[src/rtl/ws2812_frame_sequencer_if.sv]
// ws2812_frame_sequencer_if: handshake and position signals between a WS2812B
// frame sequencer and its client (bit generator and pixel source).
`timescale 1ns/1ps
interface ws2812_frame_sequencer_if #(
  parameter int NUM_LEDS     = 4,
  parameter int BITS_PER_LED = 24
);
  localparam int BIT_W = (BITS_PER_LED > 1) ? $clog2(BITS_PER_LED) : 1;
  localparam int LED_W = (NUM_LEDS > 1) ? $clog2(NUM_LEDS) : 1;

  logic             start;
  logic             abort;
  logic             genDone;
  logic [BIT_W-1:0] bitIdx;
  logic [LED_W-1:0] ledIdx;
  logic             pixelReq;
  logic             busy;
  logic             sendEnable;
  logic             latchActive;
  logic             sendDone;

  modport master (
    output start, abort, genDone,
    input  bitIdx, ledIdx, pixelReq, busy, sendEnable, latchActive, sendDone
  );

  modport slave (
    input  start, abort, genDone,
    output bitIdx, ledIdx, pixelReq, busy, sendEnable, latchActive, sendDone
  );
endinterface

[src/rtl/ws2812_frame_sequencer.sv]
// ws2812_frame_sequencer: counts finished bits into bit/LED positions, asks for
// the next pixel word at each LED boundary, then holds the WS2812B latch period
// and reports frame completion. Optionally refreshes the chain continuously.
`timescale 1ns/1ps
module ws2812_frame_sequencer #(
  parameter int NUM_LEDS     = 4,
  parameter int BITS_PER_LED = 24,
  parameter int LATCH_CYCLES = 5000,
  parameter int CONTINUOUS   = 0
) (
  input  logic                      clk,
  input  logic                      reset,
  ws2812_frame_sequencer_if.slave   bus
);

  localparam int BIT_W = (BITS_PER_LED > 1) ? $clog2(BITS_PER_LED) : 1;
  localparam int LED_W = (NUM_LEDS > 1) ? $clog2(NUM_LEDS) : 1;
  localparam int LAT_W = (LATCH_CYCLES > 1) ? $clog2(LATCH_CYCLES) : 1;

  localparam logic [BIT_W-1:0] BIT_LAST = BIT_W'(BITS_PER_LED - 1);
  localparam logic [LED_W-1:0] LED_LAST = LED_W'(NUM_LEDS - 1);
  localparam logic [LAT_W-1:0] LAT_LAST = LAT_W'(LATCH_CYCLES - 1);

  typedef enum logic [1:0] {
    IDLE  = 2'd0,
    SEND  = 2'd1,
    LATCH = 2'd2
  } stateT;

  stateT            stateQ, stateD;
  logic [BIT_W-1:0] bitIdxQ, bitIdxD;
  logic [LED_W-1:0] ledIdxQ, ledIdxD;
  logic [LAT_W-1:0] latchCntQ, latchCntD;
  logic             pixelReqQ, pixelReqD;
  logic             busyQ, busyD;
  logic             sendEnableQ, sendEnableD;
  logic             latchActiveQ, latchActiveD;
  logic             sendDoneQ, sendDoneD;

  // State, counters and every output live in flops; reset clears them at once.
  always_ff @(posedge clk or posedge reset) begin
    if (reset) begin
      stateQ       <= IDLE;
      bitIdxQ      <= '0;
      ledIdxQ      <= '0;
      latchCntQ    <= '0;
      pixelReqQ    <= 1'b0;
      busyQ        <= 1'b0;
      sendEnableQ  <= 1'b0;
      latchActiveQ <= 1'b0;
      sendDoneQ    <= 1'b0;
    end else begin
      stateQ       <= stateD;
      bitIdxQ      <= bitIdxD;
      ledIdxQ      <= ledIdxD;
      latchCntQ    <= latchCntD;
      pixelReqQ    <= pixelReqD;
      busyQ        <= busyD;
      sendEnableQ  <= sendEnableD;
      latchActiveQ <= latchActiveD;
      sendDoneQ    <= sendDoneD;
    end
  end

  // Next state and next register values; abort outranks genDone and latch expiry.
  always_comb begin
    stateD    = stateQ;
    bitIdxD   = bitIdxQ;
    ledIdxD   = ledIdxQ;
    latchCntD = latchCntQ;
    pixelReqD = 1'b0;
    sendDoneD = 1'b0;

    case (stateQ)
      IDLE: begin
        if (bus.start && !bus.abort) begin
          stateD    = SEND;
          bitIdxD   = '0;
          ledIdxD   = '0;
          latchCntD = '0;
          pixelReqD = 1'b1;
        end
      end

      SEND: begin
        if (bus.abort) begin
          stateD    = IDLE;
          bitIdxD   = '0;
          ledIdxD   = '0;
          latchCntD = '0;
        end else if (bus.genDone) begin
          if (bitIdxQ != BIT_LAST) begin
            bitIdxD = bitIdxQ + 1'b1;
          end else begin
            bitIdxD = '0;
            if (ledIdxQ != LED_LAST) begin
              ledIdxD   = ledIdxQ + 1'b1;
              pixelReqD = 1'b1;
            end else begin
              ledIdxD   = '0;
              latchCntD = '0;
              stateD    = LATCH;
            end
          end
        end
      end

      LATCH: begin
        if (bus.abort) begin
          stateD    = IDLE;
          bitIdxD   = '0;
          ledIdxD   = '0;
          latchCntD = '0;
        end else if (latchCntQ == LAT_LAST) begin
          latchCntD = '0;
          sendDoneD = 1'b1;
          bitIdxD   = '0;
          ledIdxD   = '0;
          if (CONTINUOUS != 0) begin
            stateD    = SEND;
            pixelReqD = 1'b1;
          end else begin
            stateD = IDLE;
          end
        end else begin
          latchCntD = latchCntQ + 1'b1;
        end
      end

      default: begin
        stateD    = IDLE;
        bitIdxD   = '0;
        ledIdxD   = '0;
        latchCntD = '0;
      end
    endcase

    busyD        = (stateD != IDLE);
    sendEnableD  = (stateD == SEND);
    latchActiveD = (stateD == LATCH);
  end

  assign bus.bitIdx      = bitIdxQ;
  assign bus.ledIdx      = ledIdxQ;
  assign bus.pixelReq    = pixelReqQ;
  assign bus.busy        = busyQ;
  assign bus.sendEnable  = sendEnableQ;
  assign bus.latchActive = latchActiveQ;
  assign bus.sendDone    = sendDoneQ;

endmodule
[src/flat_wrapper.sv]
// flat-port wrapper written by rule: the top's interface ports become plain ports
module ws2812_frame_sequencer_flat 
#(
  parameter int NUM_LEDS     = 4,
  parameter int BITS_PER_LED = 24,
  parameter int LATCH_CYCLES = 5000,
  parameter int CONTINUOUS   = 0
)
  (clk, reset, bus_start, bus_abort, bus_genDone, bus_bitIdx, bus_ledIdx, bus_pixelReq, bus_busy, bus_sendEnable, bus_latchActive, bus_sendDone);
  ws2812_frame_sequencer_if #(.NUM_LEDS(NUM_LEDS), .BITS_PER_LED(BITS_PER_LED)) bus_i ();
  input  logic clk;
  input  logic reset;
  input wire logic [$bits(bus_i.start)-1:0] bus_start;
  input wire logic [$bits(bus_i.abort)-1:0] bus_abort;
  input wire logic [$bits(bus_i.genDone)-1:0] bus_genDone;
  output wire logic [$bits(bus_i.bitIdx)-1:0] bus_bitIdx;
  output wire logic [$bits(bus_i.ledIdx)-1:0] bus_ledIdx;
  output wire logic [$bits(bus_i.pixelReq)-1:0] bus_pixelReq;
  output wire logic [$bits(bus_i.busy)-1:0] bus_busy;
  output wire logic [$bits(bus_i.sendEnable)-1:0] bus_sendEnable;
  output wire logic [$bits(bus_i.latchActive)-1:0] bus_latchActive;
  output wire logic [$bits(bus_i.sendDone)-1:0] bus_sendDone;
  assign bus_i.start = bus_start;
  assign bus_i.abort = bus_abort;
  assign bus_i.genDone = bus_genDone;
  assign bus_bitIdx = bus_i.bitIdx;
  assign bus_ledIdx = bus_i.ledIdx;
  assign bus_pixelReq = bus_i.pixelReq;
  assign bus_busy = bus_i.busy;
  assign bus_sendEnable = bus_i.sendEnable;
  assign bus_latchActive = bus_i.latchActive;
  assign bus_sendDone = bus_i.sendDone;
  ws2812_frame_sequencer #(.NUM_LEDS(NUM_LEDS), .BITS_PER_LED(BITS_PER_LED), .LATCH_CYCLES(LATCH_CYCLES), .CONTINUOUS(CONTINUOUS)) u_core (.clk(clk), .reset(reset), .bus(bus_i));
endmodule
[config.mk]
export PLATFORM = sky130hd
export DESIGN_NAME = ws2812_frame_sequencer_flat
export DESIGN_NICKNAME = d
export VERILOG_FILES = /design/src/rtl/ws2812_frame_sequencer_if.sv /design/src/rtl/ws2812_frame_sequencer.sv /design/src/flat_wrapper.sv
export SDC_FILE = /design/constraint.sdc
export NUM_CORES = 1
export LEC_CHECK = 0
export ABC_CLOCK_PERIOD_IN_PS = 2900
export CORE_MARGIN = 8
export CORE_UTILIZATION = 43
export DETAILED_ROUTE_END_ITERATION = 12
export GPL_ROUTABILITY_DRIVEN = 0
export PLACE_DENSITY = 0.69
export SYNTH_ARGS = -nofsm -noshare
export SYNTH_HDL_FRONTEND = slang
export SYNTH_SLANG_ARGS = --single-unit
export TNS_END_PERCENT = 5
[constraint.sdc]
create_clock -name clk -period 2.9 [get_ports clk]
set_input_delay 0.58 -clock clk [delete_from_list [all_inputs] [get_ports clk]]
set_output_delay 0.58 -clock clk [all_outputs]
set_load 0.05 [all_outputs]
==> results.py, run 1 <==
metrics = {
    "clock_network": {
        "tritoncts.num_buffers": 3,
        "clock_latency_ns": 0.33,
        "htree_levels": 1,
        "clock_tree.buffer_depth": 2,
        "cts.clk_slew.worst_paths_ns": 0.14,
        "tritoncts": "built",
        "cts.repair.resized": 0,
        "clock_sink_count": 27,
        "cts_hold_buf": 0,
        "clk_root_buffer_cell": "sky130_fd_sc_hd__clkbuf_4",
        "cts.repair_timing.setup_buffer_count": 0,
    },
    "power_and_ir_drop": {
        "vdd_drop_max_mv": 0.185,
        "leakage_nw": 0.729,
        "p_comb_share_pct": 14.8,
        "totalPowerFinal_uw": 654,
        "seq_power_share_pct": 60.0,
        "clock_power_share_pct": 25.2,
        "net_switching_power_uw": 185,
        "intPower_uw": 469,
        "power_density_mw_per_mm2": 373,
        "p_sw_share_pct": 28.2,
    },
    "sta": {
        "fin_setup_tns_ns": 0,
        "slew_violations": 0,
        "finalCritPeriodShare_pct": 78.7,
        "setup_violating_endpoint_count_in_the_final_report": 0,
        "grt_setup_unrepaired": "no",
        "fmax_mhz": 438,
        "worst_clock_skew_ns": 0.00519,
        "timing_worst_slew_pin_value_ns": 0.995,
        "worst_slew_margin_rel_pct": 33.2,
        "final_layout_worst_hold_slack_ns": 0.569,
        "final_worst_path_period_need_ns": 2.28,
        "hold_fails_final_rpt": 0,
        "finalWorstSetupSlack_ns": 0.617,
    },
    "finish": {
        "post_layout_utilization_of_the_core_pct": 51.8,
        "drive_above_1_share_pct": 13.3,
        "nNetsFinal": 175,
        "diodes": 0,
        "multi_input_area_um2": 805,
        "fillCellCount": 318,
        "layout-area-overhead-vs-synth_pct": 14.1,
        "sequential_cell_area_um2": 676,
    },
    "synthesis": {
        "synth.top_cell.area_share_pct": 43.9,
        "post_synth_num_cell_types": 50,
        "postSynthCellCount": 150,
        "syn_nets": 158,
        "warning_count_from_the_yosys_run": 0,
        "syn_area_per_cell_um2": 10.3,
        "ys_top_cells_by_count": "sky130_fd_sc_hd__dfrtp_1, sky130_fd_sc_hd__o31ai_1, sky130_fd_sc_hd__a21oi_1, sky130_fd_sc_hd__nor2_1",
        "asyncSetResetFlopFracSynth_pct": 100,
        "synth_seq_area_share_pct": 43.9,
        "primary_ff_master_synth": "sky130_fd_sc_hd__dfrtp_1",
        "post-synth-top-count-cell": "sky130_fd_sc_hd__dfrtp_1",
        "post_synthesis_instance_area_mm2": 0.00154,
        "ys_seq_elements": 27,
        "netlist_top_cells_area": "sky130_fd_sc_hd__dfrtp_1, sky130_fd_sc_hd__o31ai_1, sky130_fd_sc_hd__a21oi_1",
        "synth_top_area_cell": "sky130_fd_sc_hd__dfrtp_1",
        "synth-edff-count": 0,
    },
    "routing": {
        "avgViaCountPerCell": 6.33,
        "vias": 1343,
        "detail_route.wl_per_cell_um": 17.9,
        "detail_route.drc_violations": 0,
        "drt_iter0_markers": 151,
        "dr.pass1.iters": 4,
        "final_ant_viol_nets": 0,
        "postRouteWirelength_um": 3790,
    },
    "floorplan": {
        "die-width_um": 75.8,
        "ioPinCount": 17,
        "die_h_um": 75.8,
        "area_of_the_die_mm2": 0.00575,
        "initial_utilization_pct": 45.4,
        "row_count": 21,
        "core_area_mm2": 0.00339,
    },
    "setup_path": {
        "timing.critical_path.arrival_ns": 2.52,
        "type_of_element_capturing_the_critical_path": "flop",
        "timing.critical_path.required_ns": 3.13,
        "cp_max_fo": 13,
        "timing.critical_path.from_type": "input pin",
        "timing.setup.critical_path_class": "in -> reg",
    },
    "global_routing": {
        "first_global_vias": 1400,
        "grt_util_met3_pct": 3.55,
        "use_met2_pct": 25.5,
        "leftover_overflow_at_the_end_of_global_routing": 0,
        "top_usage_layer": "met2",
        "grtUsageMet1_pct": 16.7,
        "largest_net_degree_at_the_start_of_global_routing": 28,
        "globalRouteTotalUtil_pct": 14.5,
        "global_route_wire_length_before_repair_um": 6440,
        "antenna_violations_before_repair": 0,
    },
    "flow_run": {
        "timing.max_cap.violations": 0,
    },
    "placed_design": {
        "dp_hpwl_um": 2770,
        "place_worst_setup_slack_ns": 0.300,
        "io_buffer_count": 16,
    },
    "outcome": {
        "outcome": "finished, final reports clean",
    },
    "min_path": {
        "hold_path_class": "reg -> reg",
    },
}
worst paths after layout:
path                            slack, ns                             start  cells after the start                          endpoint
worst min register to register       0.57  u_core.bus.ledIdx[1]$_DFFE_PP0P_                      2  u_core.bus.ledIdx[1]$_DFFE_PP0P_
worst max register to register       0.81        u_core.stateQ[0]$_DFF_PP0_                      4   u_core.latchCntQ[8]$_DFFE_PP0P_
worst min-delay path                 0.57  u_core.bus.ledIdx[1]$_DFFE_PP0P_                      2  u_core.bus.ledIdx[1]$_DFFE_PP0P_
max in group asynchronous            2.04                             reset                      3   u_core.latchCntQ[5]$_DFFE_PP0P_
min in group asynchronous            0.60                             reset                      3   u_core.latchCntQ[4]$_DFFE_PP0P_
worst max-delay path                 0.62                         bus_abort                      5  u_core.bus.ledIdx[0]$_DFFE_PP0P_
area by class of cell:
class	count	share of cell area [%]
clock buffers	4	1.50
flip-flops and latches	27	38.5
repair buffers	18	9.99
multi-input cells	113	45.9
well taps	46	3.28
inverters	4	0.856
metrics by stage:
| step | std cells | area, um2 |
|---|---|---|
| 6_report | 212 | 1750 |
| 3_3_place_gp | 208 | 1730 |
| 4_1_cts | 212 | 1750 |
| 5_1_grt | 212 | 1750 |
| 3_5_place_dp | 208 | 1730 |
| 2_1_floorplan | 150 | 1540 |
sequential cells by signal, summed over array words and instances, names as in the netlist:
| register | cells |
|---|---|
| u_core.latchCntQ | 13 |
| u_core.bus.bitIdx | 5 |
| u_core.bus.ledIdx | 2 |
| u_core.stateQ | 2 |
| u_core.bus.busy | 1 |
| u_core.bus.latchActive | 1 |
| u_core.bus.pixelReq | 1 |
| u_core.bus.sendDone | 1 |
| u_core.bus.sendEnable | 1 |
cell families (layout without fill, tap and decap cells):
kind of cell | count (synthesis) | count (layout) | synth area share (%)
fa+ha+maj | 3 | 3 | 2.44
compound gates | 48 | 48 | 23.4
buf+inv | 10 | 26 | 3.74
mux | 1 | 1 | 0.976
simple gates | 61 | 61 | 25.6
flops | 27 | 27 | 43.9
layer usage:
metal / share of wire (%) / up-vias
met3: 5.1 / 6
met5: 0 / -
met2: 50 / 38
met1: 43 / 677
met4: 1.4 / 0
li1: - / 622
cell usage in the layout (no fill, tap or decap), drive strengths merged, types with 3 or more instances in the layout:
cell,n
and3,5
a31oi,5
o31ai,12
clkdlybuf4s50,16
nand2,8
nor2,8
ha,3
dfrtp,27
inv,4
a31o,4
nand4,4
clkbuf,4
a21oi,9
nand3,7
and4,3
nand2b,3
or4,5
nor3,5
o21ai,8
critical path, stage by stage:
cell and delay (ns):
sky130_fd_sc_hd__clkdlybuf4s50_1 0.55, sky130_fd_sc_hd__nor2b_1 0.11, sky130_fd_sc_hd__o31ai_2 0.80, sky130_fd_sc_hd__nor3_2 0.14
sky130_fd_sc_hd__mux2_4 0.33
power by group through the flow:
stage	Sequential [mW]	Combinational, mW	Clock [mW]
2_1_floorplan	0.418	0.0475	0
3_5_place_dp	0.399	0.0973	0
5_1_grt	0.393	0.105	0.180
4_1_cts	0.392	0.0976	0.167
3_3_place_gp	0.398	0.0942	0
6_report	0.392	0.0969	0.165
Note: power is estimated with default switching activity, not from simulation.
==> inputs of run 2 (changes only) <==
--- a/config.mk
+++ b/config.mk
@@ -5,12 +5,12 @@
 export SDC_FILE = /design/constraint.sdc
 export NUM_CORES = 1
 export LEC_CHECK = 0
-export ABC_CLOCK_PERIOD_IN_PS = 2900
+export ABC_CLOCK_PERIOD_IN_PS = 2000
 export CORE_MARGIN = 8
 export CORE_UTILIZATION = 43
 export DETAILED_ROUTE_END_ITERATION = 12
 export GPL_ROUTABILITY_DRIVEN = 0
-export PLACE_DENSITY = 0.69
+export PLACE_DENSITY = 0.71
 export SYNTH_ARGS = -nofsm -noshare
 export SYNTH_HDL_FRONTEND = slang
 export SYNTH_SLANG_ARGS = --single-unit
==> constraint.sdc (replaced) <==
create_clock -name clk -period 2 [get_ports clk]
set_input_delay 0.4 -clock clk [delete_from_list [all_inputs] [get_ports clk]]
set_output_delay 0.4 -clock clk [all_outputs]
set_load 0.05 [all_outputs]
==> results.py, run 2 (synthesized netlist as in run 1, its figures left out) <==
metrics = {
    "floorplan": {
        "core_area_mm2": 0.00339,
        "die_h_um": 75.8,
        "area_of_the_die_mm2": 0.00575,
        "ioPinCount": 17,
        "die-width_um": 75.8,
        "initial_utilization_pct": 45.4,
        "row_count": 21,
    },
    "routing": {
        "drt_iter0_markers": 101,
        "avgViaCountPerCell": 6.02,
        "final_ant_viol_nets": 0,
        "detail_route.wl_per_cell_um": 15.9,
        "postRouteWirelength_um": 3680,
        "detail_route.drc_violations": 0,
        "dr.pass1.iters": 4,
        "vias": 1391,
    },
    "clock_network": {
        "clock_sink_count": 27,
        "clock_tree.buffer_depth": 2,
        "clock_latency_ns": 0.34,
        "tritoncts": "built",
        "cts.clk_slew.worst_paths_ns": 0.16,
        "tritoncts.num_buffers": 3,
        "clk_root_buffer_cell": "sky130_fd_sc_hd__clkbuf_4",
        "cts.repair_timing.setup_buffer_count": 0,
        "cts_hold_buf": 0,
        "htree_levels": 1,
    },
    "setup_path": {
        "worst-r2r-setup-slack_ns": 0.12,
        "cpLargestDelayFamily": "buffers and inverters",
        "critPathMaxStageDelay_ns": 0.81,
        "type_of_element_capturing_the_critical_path": "primary output",
        "worst-path-buf-inv": 1,
        "cp_max_fo": 4,
        "timing.critical_path.cells": "clkdlybuf4s50_1",
        "timing.critical_path.arrival_ns": 1.55,
        "timing.critical_path.required_ns": 1.60,
        "timing.setup.critical_path_class": "reg -> out",
        "timing.critical_path.from_type": "flop",
        "timing.critical_path.slowest_stage_cell": "sky130_fd_sc_hd__clkdlybuf4s50_1",
    },
    "finish": {
        "nNetsFinal": 194,
        "leading_cell_type_in_the_layout_fill_and_taps_excluded": "sky130_fd_sc_hd__dfrtp_1",
        "diodes": 0,
        "drive_above_1_share_pct": 24.9,
        "layout-area-overhead-vs-synth_pct": 23.7,
        "largest_reg_flops": 13,
        "max_flop_register": "u_core.latchCntQ",
        "highest_count_cells_in_the_layout_ignoring_fill_and_taps": "sky130_fd_sc_hd__dfrtp_1, sky130_fd_sc_hd__buf_4, sky130_fd_sc_hd__o31ai_1, sky130_fd_sc_hd__clkdlybuf4s50_1",
        "post_layout_utilization_of_the_core_pct": 56.1,
        "fillCellCount": 284,
        "multi_input_area_um2": 805,
        "sequential_cell_area_um2": 678,
    },
    "sta": {
        "grt_setup_unrepaired": "no",
        "final_layout_worst_hold_slack_ns": 0.401,
        "worst_slew_margin_rel_pct": 60.4,
        "fmax_mhz": 513,
        "setup_violating_endpoint_count_in_the_final_report": 0,
        "hold_fails_final_rpt": 0,
        "final_worst_path_period_need_ns": 1.95,
        "worst_clock_skew_ns": 0.0134,
        "finalWorstSetupSlack_ns": 0.0496,
        "timing_worst_slew_pin_value_ns": 0.593,
        "finalCritPeriodShare_pct": 97.5,
        "slew_violations": 0,
    },
    "power_and_ir_drop": {
        "leakage_nw": 0.863,
        "totalPowerFinal_uw": 981,
        "vdd_drop_max_mv": 0.390,
        "power_density_mw_per_mm2": 516,
    },
    "flow_run": {
        "timing.max_cap.violations": 0,
    },
    "global_routing": {
        "largest_net_degree_at_the_start_of_global_routing": 28,
        "first_global_vias": 1314,
        "antenna_violations_before_repair": 0,
        "global_route_wire_length_before_repair_um": 6240,
        "leftover_overflow_at_the_end_of_global_routing": 0,
        "globalRouteTotalUtil_pct": 14.0,
    },
    "outcome": {
        "outcome": "finished, final reports clean",
    },
    "min_path": {
        "hold_path_class": "in -> async",
    },
    "placed_design": {
        "dp_hpwl_um": 2740,
        "place_worst_setup_slack_ns": -0.202,
        "io_buffer_count": 16,
    },
}
## run 2: metal layers
layer | share of wire [%] | vias to the layer above | track usage, % | routed length, um
met4 | 0.73 | 0 | 3.41 | 27
met5 | 0 | - | 0 | 0
li1 | - | 658 | - | -
met2 | 48 | 45 | 23.1 | 1770
met3 | 5.4 | 4 | 2.89 | 199
met1 | 46 | 684 | 18.2 | 1680
## run 2: repair_timing
action | CTS | global route
setup endpoints to repair | 1 | 2
resized for setup | 1 | 2
endpoints found under the hold margin | 0 | 0
## run 2: cell type report
cell class | instances | share of cell area (%)
clock inverters | 1 | 0.395
inverters | 4 | 0.789
well taps | 46 | 3.03
multi-input cells | 113 | 42.3
clock buffers | 3 | 1.18
flip-flops and latches | 27 | 35.7
repair buffers | 37 | 16.6
## run 2: stage by stage
stage                     setup TNS (ns)  instance area, um2  instances
after floorplan                        0                1540        150
after global placement             -2.57                1870        227
after detailed placement           -3.07                1870        227
after CTS                              0                1900        231
after global routing                   0                1900        231
final                                  0                1900        231
## run 2: report_power, final
part	internal, mW	switching [mW]
clock	0.0767	0.174
sequential	0.557	0.00998
combinational	0.0637	0.100
## run 2: final timing paths
path	start	end	cells after the start
max	u_core.bus.bitIdx[1]$_DFFE_PP0P_	bus_bitIdx[1]	1
min	reset	u_core.latchCntQ[4]$_DFFE_PP0P_	3
max reg2reg	u_core.bus.bitIdx[0]$_DFFE_PP0P_	u_core.latchCntQ[10]$_DFFE_PP0P_	6
min reg2reg	u_core.bus.bitIdx[0]$_DFFE_PP0P_	u_core.bus.bitIdx[0]$_DFFE_PP0P_	1
max in group asynchronous	reset	u_core.bus.bitIdx[1]$_DFFE_PP0P_	3
min in group clk	u_core.bus.bitIdx[0]$_DFFE_PP0P_	u_core.bus.bitIdx[0]$_DFFE_PP0P_	1
